### config.mk
export PLATFORM = sky130hd
export DESIGN_NAME = cpu_mem_responder_flat
export DESIGN_NICKNAME = d
export VERILOG_FILES = /design/src/rtl/cpu_mem_responder_if.sv /design/src/rtl/cpu_mem_responder.sv /design/src/flat_wrapper.sv
export SDC_FILE = /design/constraint.sdc
export NUM_CORES = 1
export LEC_CHECK = 0
export ABC_AREA = 1
export BUFFER_PORTS_ARGS = -buffer_cell sky130_fd_sc_hd__buf_2
export CAP_MARGIN = 15
export CORE_AREA = 3 3 132 134
export CTS_BUF_LIST = sky130_fd_sc_hd__clkbuf_8
export CTS_CLUSTER_DIAMETER = 100
export CTS_CLUSTER_SIZE = 30
export DETAILED_ROUTE_END_ITERATION = 7
export DIE_AREA = 0 0 135 137
export MAX_ROUTING_LAYER = met4
export PLACE_DENSITY = 0.52
export SYNTH_ARGS = -nofsm -noshare
export SYNTH_HDL_FRONTEND = slang
export SYNTH_SLANG_ARGS = --single-unit
### constraint.sdc
create_clock -name clk -period 1.65 [get_ports clk]
set_clock_uncertainty 0.1 [all_clocks]
set_input_delay 0.33 -clock clk [delete_from_list [all_inputs] [get_ports clk]]
set_output_delay 0.33 -clock clk [all_outputs]
set_load 0.03 [all_outputs]
### src/rtl/cpu_mem_responder_if.sv
`default_nettype none
// +--------------------------------------------------------------------------+
// | cpu_mem_responder_if : CPU fetch/data request bus plus both SRAM ports   |
// | Revision 1.0                                                             |
// +--------------------------------------------------------------------------+
interface cpu_mem_responder_if;
    // Instruction request / response
    logic        Inst_Req_Valid;
    logic [31:0] PC;
    logic        Inst_Req_Ack;
    logic [31:0] Instruction;
    logic        Inst_Valid;
    logic        Inst_Ack;

    // Data request / response
    logic        MemRead;
    logic        MemWrite;
    logic [31:0] Address;
    logic [31:0] Write_data;
    logic [3:0]  Write_strb;
    logic        Mem_Req_Ack;
    logic [31:0] Read_data;
    logic        Read_data_Valid;
    logic        Read_data_Ack;

    // Instruction SRAM
    logic        inst_sram_en;
    logic [31:0] inst_sram_addr;
    logic [31:0] inst_sram_rdata;

    // Data SRAM
    logic        data_sram_en;
    logic [3:0]  data_sram_wen;
    logic [31:0] data_sram_addr;
    logic [31:0] data_sram_wdata;
    logic [31:0] data_sram_rdata;

    modport slave (
        input  Inst_Req_Valid, PC, Inst_Ack,
        input  MemRead, MemWrite, Address, Write_data, Write_strb, Read_data_Ack,
        input  inst_sram_rdata, data_sram_rdata,
        output Inst_Req_Ack, Instruction, Inst_Valid,
        output Mem_Req_Ack, Read_data, Read_data_Valid,
        output inst_sram_en, inst_sram_addr,
        output data_sram_en, data_sram_wen, data_sram_addr, data_sram_wdata
    );

    modport master (
        output Inst_Req_Valid, PC, Inst_Ack,
        output MemRead, MemWrite, Address, Write_data, Write_strb, Read_data_Ack,
        output inst_sram_rdata, data_sram_rdata,
        input  Inst_Req_Ack, Instruction, Inst_Valid,
        input  Mem_Req_Ack, Read_data, Read_data_Valid,
        input  inst_sram_en, inst_sram_addr,
        input  data_sram_en, data_sram_wen, data_sram_addr, data_sram_wdata
    );
endinterface

`default_nettype wire

### src/rtl/cpu_mem_responder.sv
`default_nettype none
// +--------------------------------------------------------------------------+
// | cpu_mem_responder : independent fetch and data responders onto SRAMs     |
// | Revision 1.0                                                             |
// +--------------------------------------------------------------------------+
module cpu_mem_responder #(
    parameter int ACK_DELAY = 0     // extra wait cycles before Ack, 0..15
) (
    input  wire logic          clk,
    input  wire logic          rst,
    cpu_mem_responder_if.slave cpu_bus
);

    localparam logic [1:0] c_IDLE  = 2'd0;
    localparam logic [1:0] c_WAIT  = 2'd1;
    localparam logic [1:0] c_RD    = 2'd2;
    localparam logic [1:0] c_RESP  = 2'd3;
    localparam logic [3:0] c_DELAY = 4'(ACK_DELAY);

    // ------------------------------------------------------------------
    // Instruction channel
    // ------------------------------------------------------------------
    logic [1:0]  inst_state_q, inst_state_d;
    logic [3:0]  inst_cnt_q,   inst_cnt_d;
    logic [31:0] instr_q,      instr_d;
    logic        w_inst_ack;

    // Ack is withheld if the requester drops the request on the final wait cycle.
    assign w_inst_ack = (inst_state_q == c_WAIT) && (inst_cnt_q == 4'd0)
                        && cpu_bus.Inst_Req_Valid;

    always_comb begin
        inst_state_d = inst_state_q;
        inst_cnt_d   = inst_cnt_q;
        instr_d      = instr_q;
        case (inst_state_q)
            c_IDLE: begin
                if (cpu_bus.Inst_Req_Valid) begin
                    inst_state_d = c_WAIT;
                    inst_cnt_d   = c_DELAY;
                end
            end
            c_WAIT: begin
                if (!cpu_bus.Inst_Req_Valid) begin
                    inst_state_d = c_IDLE;
                    inst_cnt_d   = 4'd0;
                end else if (inst_cnt_q != 4'd0) begin
                    inst_cnt_d   = inst_cnt_q - 4'd1;
                end else begin
                    inst_state_d = c_RD;
                end
            end
            c_RD: begin
                instr_d      = cpu_bus.inst_sram_rdata;
                inst_state_d = c_RESP;
            end
            c_RESP: begin
                if (cpu_bus.Inst_Ack) begin
                    inst_state_d = c_IDLE;
                end
            end
            default: inst_state_d = c_IDLE;
        endcase
    end

    always_ff @(posedge clk) begin
        if (rst) begin
            inst_state_q <= c_IDLE;
            inst_cnt_q   <= 4'd0;
            instr_q      <= 32'd0;
        end else begin
            inst_state_q <= inst_state_d;
            inst_cnt_q   <= inst_cnt_d;
            instr_q      <= instr_d;
        end
    end

    assign cpu_bus.Inst_Req_Ack   = w_inst_ack;
    assign cpu_bus.Inst_Valid     = (inst_state_q == c_RESP);
    assign cpu_bus.Instruction    = instr_q;
    assign cpu_bus.inst_sram_en   = w_inst_ack;
    assign cpu_bus.inst_sram_addr = w_inst_ack ? cpu_bus.PC : 32'd0;

    // ------------------------------------------------------------------
    // Data channel
    // ------------------------------------------------------------------
    logic [1:0]  mem_state_q, mem_state_d;
    logic [3:0]  mem_cnt_q,   mem_cnt_d;
    logic [31:0] rdata_q,     rdata_d;
    logic        w_mem_req;
    logic        w_mem_ack;
    logic        w_mem_wr_ack;

    assign w_mem_req    = cpu_bus.MemRead | cpu_bus.MemWrite;
    assign w_mem_ack    = (mem_state_q == c_WAIT) && (mem_cnt_q == 4'd0) && w_mem_req;
    // A write wins over a simultaneous read: no response phase follows.
    assign w_mem_wr_ack = w_mem_ack && cpu_bus.MemWrite;

    always_comb begin
        mem_state_d = mem_state_q;
        mem_cnt_d   = mem_cnt_q;
        rdata_d     = rdata_q;
        case (mem_state_q)
            c_IDLE: begin
                if (w_mem_req) begin
                    mem_state_d = c_WAIT;
                    mem_cnt_d   = c_DELAY;
                end
            end
            c_WAIT: begin
                if (!w_mem_req) begin
                    mem_state_d = c_IDLE;
                    mem_cnt_d   = 4'd0;
                end else if (mem_cnt_q != 4'd0) begin
                    mem_cnt_d   = mem_cnt_q - 4'd1;
                end else if (cpu_bus.MemWrite) begin
                    mem_state_d = c_IDLE;
                end else begin
                    mem_state_d = c_RD;
                end
            end
            c_RD: begin
                rdata_d     = cpu_bus.data_sram_rdata;
                mem_state_d = c_RESP;
            end
            c_RESP: begin
                if (cpu_bus.Read_data_Ack) begin
                    mem_state_d = c_IDLE;
                end
            end
            default: mem_state_d = c_IDLE;
        endcase
    end

    always_ff @(posedge clk) begin
        if (rst) begin
            mem_state_q <= c_IDLE;
            mem_cnt_q   <= 4'd0;
            rdata_q     <= 32'd0;
        end else begin
            mem_state_q <= mem_state_d;
            mem_cnt_q   <= mem_cnt_d;
            rdata_q     <= rdata_d;
        end
    end

    assign cpu_bus.Mem_Req_Ack     = w_mem_ack;
    assign cpu_bus.Read_data_Valid = (mem_state_q == c_RESP);
    assign cpu_bus.Read_data       = rdata_q;
    assign cpu_bus.data_sram_en    = w_mem_ack;
    assign cpu_bus.data_sram_addr  = w_mem_ack ? cpu_bus.Address : 32'd0;
    assign cpu_bus.data_sram_wen   = w_mem_wr_ack ? cpu_bus.Write_strb : 4'd0;
    assign cpu_bus.data_sram_wdata = w_mem_wr_ack ? cpu_bus.Write_data : 32'd0;

endmodule

`default_nettype wire

### src/flat_wrapper.sv
// flat-port wrapper written by rule: the top's interface ports become plain ports
module cpu_mem_responder_flat 
#(
    parameter int ACK_DELAY = 0                                           
)
  (clk, rst, cpu_bus_Inst_Req_Valid, cpu_bus_PC, cpu_bus_Inst_Ack, cpu_bus_MemRead, cpu_bus_MemWrite, cpu_bus_Address, cpu_bus_Write_data, cpu_bus_Write_strb, cpu_bus_Read_data_Ack, cpu_bus_inst_sram_rdata, cpu_bus_data_sram_rdata, cpu_bus_Inst_Req_Ack, cpu_bus_Instruction, cpu_bus_Inst_Valid, cpu_bus_Mem_Req_Ack, cpu_bus_Read_data, cpu_bus_Read_data_Valid, cpu_bus_inst_sram_en, cpu_bus_inst_sram_addr, cpu_bus_data_sram_en, cpu_bus_data_sram_wen, cpu_bus_data_sram_addr, cpu_bus_data_sram_wdata);
  cpu_mem_responder_if cpu_bus_i ();
  input  wire logic clk;
  input  wire logic rst;
  input wire logic [$bits(cpu_bus_i.Inst_Req_Valid)-1:0] cpu_bus_Inst_Req_Valid;
  input wire logic [$bits(cpu_bus_i.PC)-1:0] cpu_bus_PC;
  input wire logic [$bits(cpu_bus_i.Inst_Ack)-1:0] cpu_bus_Inst_Ack;
  input wire logic [$bits(cpu_bus_i.MemRead)-1:0] cpu_bus_MemRead;
  input wire logic [$bits(cpu_bus_i.MemWrite)-1:0] cpu_bus_MemWrite;
  input wire logic [$bits(cpu_bus_i.Address)-1:0] cpu_bus_Address;
  input wire logic [$bits(cpu_bus_i.Write_data)-1:0] cpu_bus_Write_data;
  input wire logic [$bits(cpu_bus_i.Write_strb)-1:0] cpu_bus_Write_strb;
  input wire logic [$bits(cpu_bus_i.Read_data_Ack)-1:0] cpu_bus_Read_data_Ack;
  input wire logic [$bits(cpu_bus_i.inst_sram_rdata)-1:0] cpu_bus_inst_sram_rdata;
  input wire logic [$bits(cpu_bus_i.data_sram_rdata)-1:0] cpu_bus_data_sram_rdata;
  output wire logic [$bits(cpu_bus_i.Inst_Req_Ack)-1:0] cpu_bus_Inst_Req_Ack;
  output wire logic [$bits(cpu_bus_i.Instruction)-1:0] cpu_bus_Instruction;
  output wire logic [$bits(cpu_bus_i.Inst_Valid)-1:0] cpu_bus_Inst_Valid;
  output wire logic [$bits(cpu_bus_i.Mem_Req_Ack)-1:0] cpu_bus_Mem_Req_Ack;
  output wire logic [$bits(cpu_bus_i.Read_data)-1:0] cpu_bus_Read_data;
  output wire logic [$bits(cpu_bus_i.Read_data_Valid)-1:0] cpu_bus_Read_data_Valid;
  output wire logic [$bits(cpu_bus_i.inst_sram_en)-1:0] cpu_bus_inst_sram_en;
  output wire logic [$bits(cpu_bus_i.inst_sram_addr)-1:0] cpu_bus_inst_sram_addr;
  output wire logic [$bits(cpu_bus_i.data_sram_en)-1:0] cpu_bus_data_sram_en;
  output wire logic [$bits(cpu_bus_i.data_sram_wen)-1:0] cpu_bus_data_sram_wen;
  output wire logic [$bits(cpu_bus_i.data_sram_addr)-1:0] cpu_bus_data_sram_addr;
  output wire logic [$bits(cpu_bus_i.data_sram_wdata)-1:0] cpu_bus_data_sram_wdata;
  assign cpu_bus_i.Inst_Req_Valid = cpu_bus_Inst_Req_Valid;
  assign cpu_bus_i.PC = cpu_bus_PC;
  assign cpu_bus_i.Inst_Ack = cpu_bus_Inst_Ack;
  assign cpu_bus_i.MemRead = cpu_bus_MemRead;
  assign cpu_bus_i.MemWrite = cpu_bus_MemWrite;
  assign cpu_bus_i.Address = cpu_bus_Address;
  assign cpu_bus_i.Write_data = cpu_bus_Write_data;
  assign cpu_bus_i.Write_strb = cpu_bus_Write_strb;
  assign cpu_bus_i.Read_data_Ack = cpu_bus_Read_data_Ack;
  assign cpu_bus_i.inst_sram_rdata = cpu_bus_inst_sram_rdata;
  assign cpu_bus_i.data_sram_rdata = cpu_bus_data_sram_rdata;
  assign cpu_bus_Inst_Req_Ack = cpu_bus_i.Inst_Req_Ack;
  assign cpu_bus_Instruction = cpu_bus_i.Instruction;
  assign cpu_bus_Inst_Valid = cpu_bus_i.Inst_Valid;
  assign cpu_bus_Mem_Req_Ack = cpu_bus_i.Mem_Req_Ack;
  assign cpu_bus_Read_data = cpu_bus_i.Read_data;
  assign cpu_bus_Read_data_Valid = cpu_bus_i.Read_data_Valid;
  assign cpu_bus_inst_sram_en = cpu_bus_i.inst_sram_en;
  assign cpu_bus_inst_sram_addr = cpu_bus_i.inst_sram_addr;
  assign cpu_bus_data_sram_en = cpu_bus_i.data_sram_en;
  assign cpu_bus_data_sram_wen = cpu_bus_i.data_sram_wen;
  assign cpu_bus_data_sram_addr = cpu_bus_i.data_sram_addr;
  assign cpu_bus_data_sram_wdata = cpu_bus_i.data_sram_wdata;
  cpu_mem_responder #(.ACK_DELAY(ACK_DELAY)) u_core (.clk(clk), .rst(rst), .cpu_bus(cpu_bus_i));
endmodule
Word-level counts from Yosys, hierarchy flattened
Index checks and enable logic that the tools add are counted.
W data, S select, Z words.
Storage, ports and cells
  latch bits: 0
  memory bits (writable): 0
  input port bits: 171
  logic and storage cells: 63
  bits in registers: 76
  output and inout bits: 170
  memories kept: 0
  memory bits (read-only): 0
Operators by class
  equal/unequal tests: 14
  bitwise gates (word level): 1
  reduce and logical (&&, ||, !) cells: 17
  order comparisons: 0
  shift operators: 0
  mux-type cells: 23
  divide/modulo/power cells: 0
  $add $sub $neg: 2
  multiply operators: 0
Operators with widths (number)
  $mux W32: 3
  $mux W4: 7
  $mux W2: 9
  $pmux W2 S4: 2
  $pmux W4 S2: 2
  $ne A3 B3 Y1 const B: 4
  $reduce_and A3 Y1: 4
  $eq A2 B2 Y1 const B: 4
  $logic_not A4 Y1: 2
  $reduce_bool A4 Y1: 2
  $sub A4 B1 Y4 const B: 2
  $ne A2 B2 Y1 const B: 3
  $logic_and A1 B1 Y1: 5
  $eq A2 B1 Y1 const B: 2
  $logic_not A2 Y1: 2
  $reduce_bool A2 Y1: 2
  $ne A2 B1 Y1 const B: 1
  $or A1 B1 Y1: 1

Depth between registers and ports, before layout
  word-level depth: 5
  depth in mapped cells: 9
  mapped depth without buffers: 9

Worst setup path after synthesis
Ideal clock, no wire load.
  kind: flip-flop to output port
  from: reg u_core.mem_cnt_q[0]
  to: out cpu_bus_data_sram_wdata[10]
  arrival time: 1.659 ns
  required time: 1.220 ns
  path slack: -0.439 ns
  buffers on the path: 1
  cell stages (with the launch flop): 10
  cell sequence: dfxtp_1 inv_1 ha_1 nand3_1 inv_1 nand2_4 inv_2 nand2_4 buf_6 nor2_1
On the way
  cells in the longest elaborated chain, start to end: 5
RTL lines
  start, declared: line cpu_mem_responder.sv:88  | logic [3:0] mem_cnt_q, mem_cnt_d;
  start signal, assigned: line cpu_mem_responder.sv:142  | mem_cnt_q <= mem_cnt_d;
  $logic_not A4 Y1: line cpu_mem_responder.sv:95  | assign w_mem_ack = (mem_state_q == c_WAIT) && (mem_cnt_q == 4'd0) && w_mem_req;
  $logic_and A1 B1 Y1 (2 in a row): line cpu_mem_responder.sv:95
  named net cpu_bus_Mem_Req_Ack: line flat_wrapper.sv:24  | output wire logic [$bits(cpu_bus_i.Mem_Req_Ack)-1:0] cpu_bus_Mem_Req_Ack;
  $logic_and A1 B1 Y1: line cpu_mem_responder.sv:97  | assign w_mem_wr_ack = w_mem_ack && cpu_bus.MemWrite;
  $mux W32: line cpu_mem_responder.sv:153  | assign cpu_bus.data_sram_wdata = w_mem_wr_ack ? cpu_bus.Write_data : 32'd0;
  end, declared: line flat_wrapper.sv:32  | output wire logic [$bits(cpu_bus_i.data_sram_wdata)-1:0] cpu_bus_data_sram_wdata;
The timed path passes the listed nets, and every way through them passes these cells.

Worst setup path in the final report
  from: reg u_core.mem_cnt_q[0]
  to: out cpu_bus_data_sram_wen[0]
On the way
  cells in the longest elaborated chain, start to end: 5
RTL lines
  $logic_not A4 Y1: line cpu_mem_responder.sv:95
  $logic_and A1 B1 Y1 (2 in a row): line cpu_mem_responder.sv:95
  $logic_and A1 B1 Y1: line cpu_mem_responder.sv:97
  $mux W4: line cpu_mem_responder.sv:152  | assign cpu_bus.data_sram_wen = w_mem_wr_ack ? cpu_bus.Write_strb : 4'd0;
  end, declared: line flat_wrapper.sv:30  | output wire logic [$bits(cpu_bus_i.data_sram_wen)-1:0] cpu_bus_data_sram_wen;
Every way passes these cells.

==> impl_metrics.py <==
metrics = {
    "status": {
        "status": "finished, violations left",
        "violations": "setup timing",
    },
    "sta": {
        "rsz0062_at_grt": "true",
        "hold_viol_final": 0,
        "maxSlewViolCount": 0,
        "max_slew.worst_pin.slew_ns": 0.349,
        "setup_slack_ns": -0.462,
        "relSlewSlack": 0.768,
        "fin_crit_sh": 1.28,
        "setup_viol": 104,
        "layout_min_cycle_time_ns": 2.11,
        "tns_ns": -38.65,
        "fmax_ghz": 0.474,
    },
    "route": {
        "drc_errors": 0,
        "antenna_left": 0,
        "drtIter0Drc": 131,
        "vias": 5049,
        "first_pass_iters": 5,
        "wl_um": 17000,
        "wl_per_cell_um": 13.9,
        "vias_per_cell": 4.13,
    },
    "placed_design": {
        "place_congestion": 0.801,
        "hpwl_um": 12400,
        "io_buffers": 340,
        "placed_area_sq_um": 6600,
    },
    "synth": {
        "postSynthAreaPerCell_sq_um": 6.11,
        "yosysTopAreaCell": "dfxtp_1",
        "yosysWarnings": 0,
        "syn-instance-count": 615,
        "synthTopCellsByCount": "nor2_1 (250), inv_1 (122), dfxtp_1 (76), o21ai_0 (67), nand2_1 (35)",
        "syn-num-nets": 789,
        "ys.flop_type": "dfxtp_1",
        "ys_ff_latch": 76,
        "synthArstFlopShare": 0,
        "seq_area_frac_synth": 0.405,
        "synth_area_leaders": "dfxtp_1 (41%), nor2_1 (25%), inv_1 (12%), o21ai_0 (8.9%), nand2_1 (3.5%)",
        "netlist_area_sq_um": 3750,
        "synth_top_area_frac": 0.405,
        "synth_edf_count": 0,
        "ys_types": 19,
        "synth_most_common_cell": "nor2_1",
    },
    "worst_setup_path": {
        "required_ns": 1.22,
        "crit_path_frequent_cell": "inv_2",
        "cp_max_fo": 6,
        "cp_slowest_cell": "dfxtp_2",
        "max_stage_delay_ns": 0.33,
        "reg2reg_slack_ns": 0.13,
        "worstPathArrival_ns": 1.68,
        "worstPathCellList": "inv_2 > ha_4 > nand3_4 > inv_2 > nand2_4 > inv_8 > nand2_8 > buf_12 > nor2_4 > buf_6",
        "startpoint_type": "flip-flop",
        "end_kind": "primary output",
        "crit_type": "flip-flop to primary output",
        "critPathLaunch": "u_core.mem_cnt_q[0]$_SDFFE_PP0P_",
        "timing.rr.start": "u_core.inst_cnt_q[1]$_SDFFE_PP0P_",
    },
    "cts": {
        "clk_latency_ns": 0.34,
        "cts.sinks": 76,
        "htreeDepth": 3,
        "cts_hold_buf": 0,
        "cts_buffer_depth": 2,
        "cts_root_buffer": "clkbuf_8",
        "cts_tree": "built",
        "cts_buffers": 9,
        "cts.clk_slew.worst_paths_ns": 0.09,
    },
    "final_layout": {
        "area_delta_synth_final_pct": 110,
        "finalNetCount": 1170,
        "final_area_sq_um": 7880,
        "drive_above_1_share": 0.542,
    },
    "power_and_ir_drop": {
        "ir_drop_v": 0.000502,
        "p_per_area_nw_per_um2": 917,
        "leakagePower_nw": 4.28,
    },
    "floorplanning": {
        "die-height_um": 137,
        "placementRows": 47,
        "core_sq_um": 16400,
        "die_w_um": 135,
        "io_pins": 341,
        "dieArea_sq_um": 18500,
        "start_util": 0.229,
    },
    "min_path": {
        "worstHoldStart": "cpu_bus_inst_sram_rdata[31]",
        "hold_class": "input pin to flip-flop",
    },
    "global_route": {
        "grt_max_degree": 49,
        "grt_pass1_vias": 5040,
        "grtUsageTotal": 0.178,
        "antenna_found_initial": 1,
        "overflow": 0,
        "grt_pass1_wl_um": 25600,
    },
    "job": {
        "maxCapViolations": 0,
    },
}
registers in the layout, indices dropped and copies added (netlist names), named ones only:
| name | cells |
|---|---|
| u_core.cpu_bus.Read_data | 32 |
| u_core.mem_state_q | 1 |
| u_core.cpu_bus.Instruction | 32 |
| u_core.mem_cnt_q | 4 |
| u_core.inst_cnt_q | 4 |
| u_core.inst_state_q | 1 |
cell usage in the layout, fill, tap and decap left out, drive strengths merged, types with 2 or more instances in the layout:
| cell | n |
|---|---|
| a21oi | 11 |
| buf | 399 |
| bufinv | 3 |
| clkbuf | 10 |
| clkinv | 2 |
| dfxtp | 76 |
| ha | 3 |
| inv | 124 |
| nand2 | 38 |
| nand3 | 11 |
| nor2 | 251 |
| nor3 | 2 |
| o21ai | 67 |
through the flow:
step,hold slack [ns],total power [mW],util,setup slack (ns),std cells
after CTS,0.0686,7.22,0.477,-0.476,1219
after detailed placement,0.371,4.98,0.403,-0.223,1190
final,0.0901,7.23,0.480,-0.462,1222
after global placement,0.367,4.98,0.403,-0.192,1190
after floorplan,0.299,3.98,-,-0.107,615
after global routing,0.0728,7.63,0.480,-0.559,1222
what timing repair did:
action | in CTS | in global routing
pin swaps | 9 | 6
gates resized for setup | 240 | 11
setup buffers | 9 | 6
cloned | 5 | 1
setup endpoints to repair | 104 | 109
cell families after synthesis:
family / share of synthesized area
buffers and inverters: 0.164
and+or+nand+nor: 0.317
DFF: 0.405
AOI/OAI and AO/OA: 0.104
adders and majority gates: 0.0100
power by group:
| part | internal (mW) | total, mW | switching [mW] |
|---|---|---|---|
| Combinational | 1.35 | 3.35 | 2.00 |
| Sequential | 2.04 | 2.14 | 0.0966 |
| Clock | 1.00 | 1.73 | 0.732 |
path summary, 6_finish.rpt:
check                           depth (start not counted)                                     endpoint
worst max-delay path                                   10                     cpu_bus_data_sram_wen[0]
worst max register to register                         10            u_core.inst_cnt_q[3]$_SDFFE_PP0P_
worst min register to register                          2             u_core.mem_cnt_q[0]$_SDFFE_PP0P_
worst min-delay path                                    3  u_core.cpu_bus.Instruction[31]$_SDFFE_PP0P_
layer usage:
layer	vias up	global-route usage	part of all wire
li1	2571	-	-
met1	2243	0.203	0.39
met2	217	0.311	0.51
met3	18	0.0449	0.082
met4	0	0.0510	0.013
met5	-	-	0
worst max-delay path, delay by kind of cell (launching register included):
family	cells	cell delay, ns
AND/OR/NAND/NOR	4	0.33
flip-flops	1	0.33
buffers and inverters	5	0.52
adder cells (fa/ha/maj)	1	0.14
final cells by class:
class,count,area (sq um)
Sequential cell,76,1530
Timing Repair Buffer,400,2960
Clock inverter,7,115
Fill cell,1634,8530
Tap cell,220,275
Inverter,123,472
Multi-Input combinational cell,386,2400
Clock buffer,9,124
Antenna cell,1,2.50
Power figures use the tool's default switching activity.
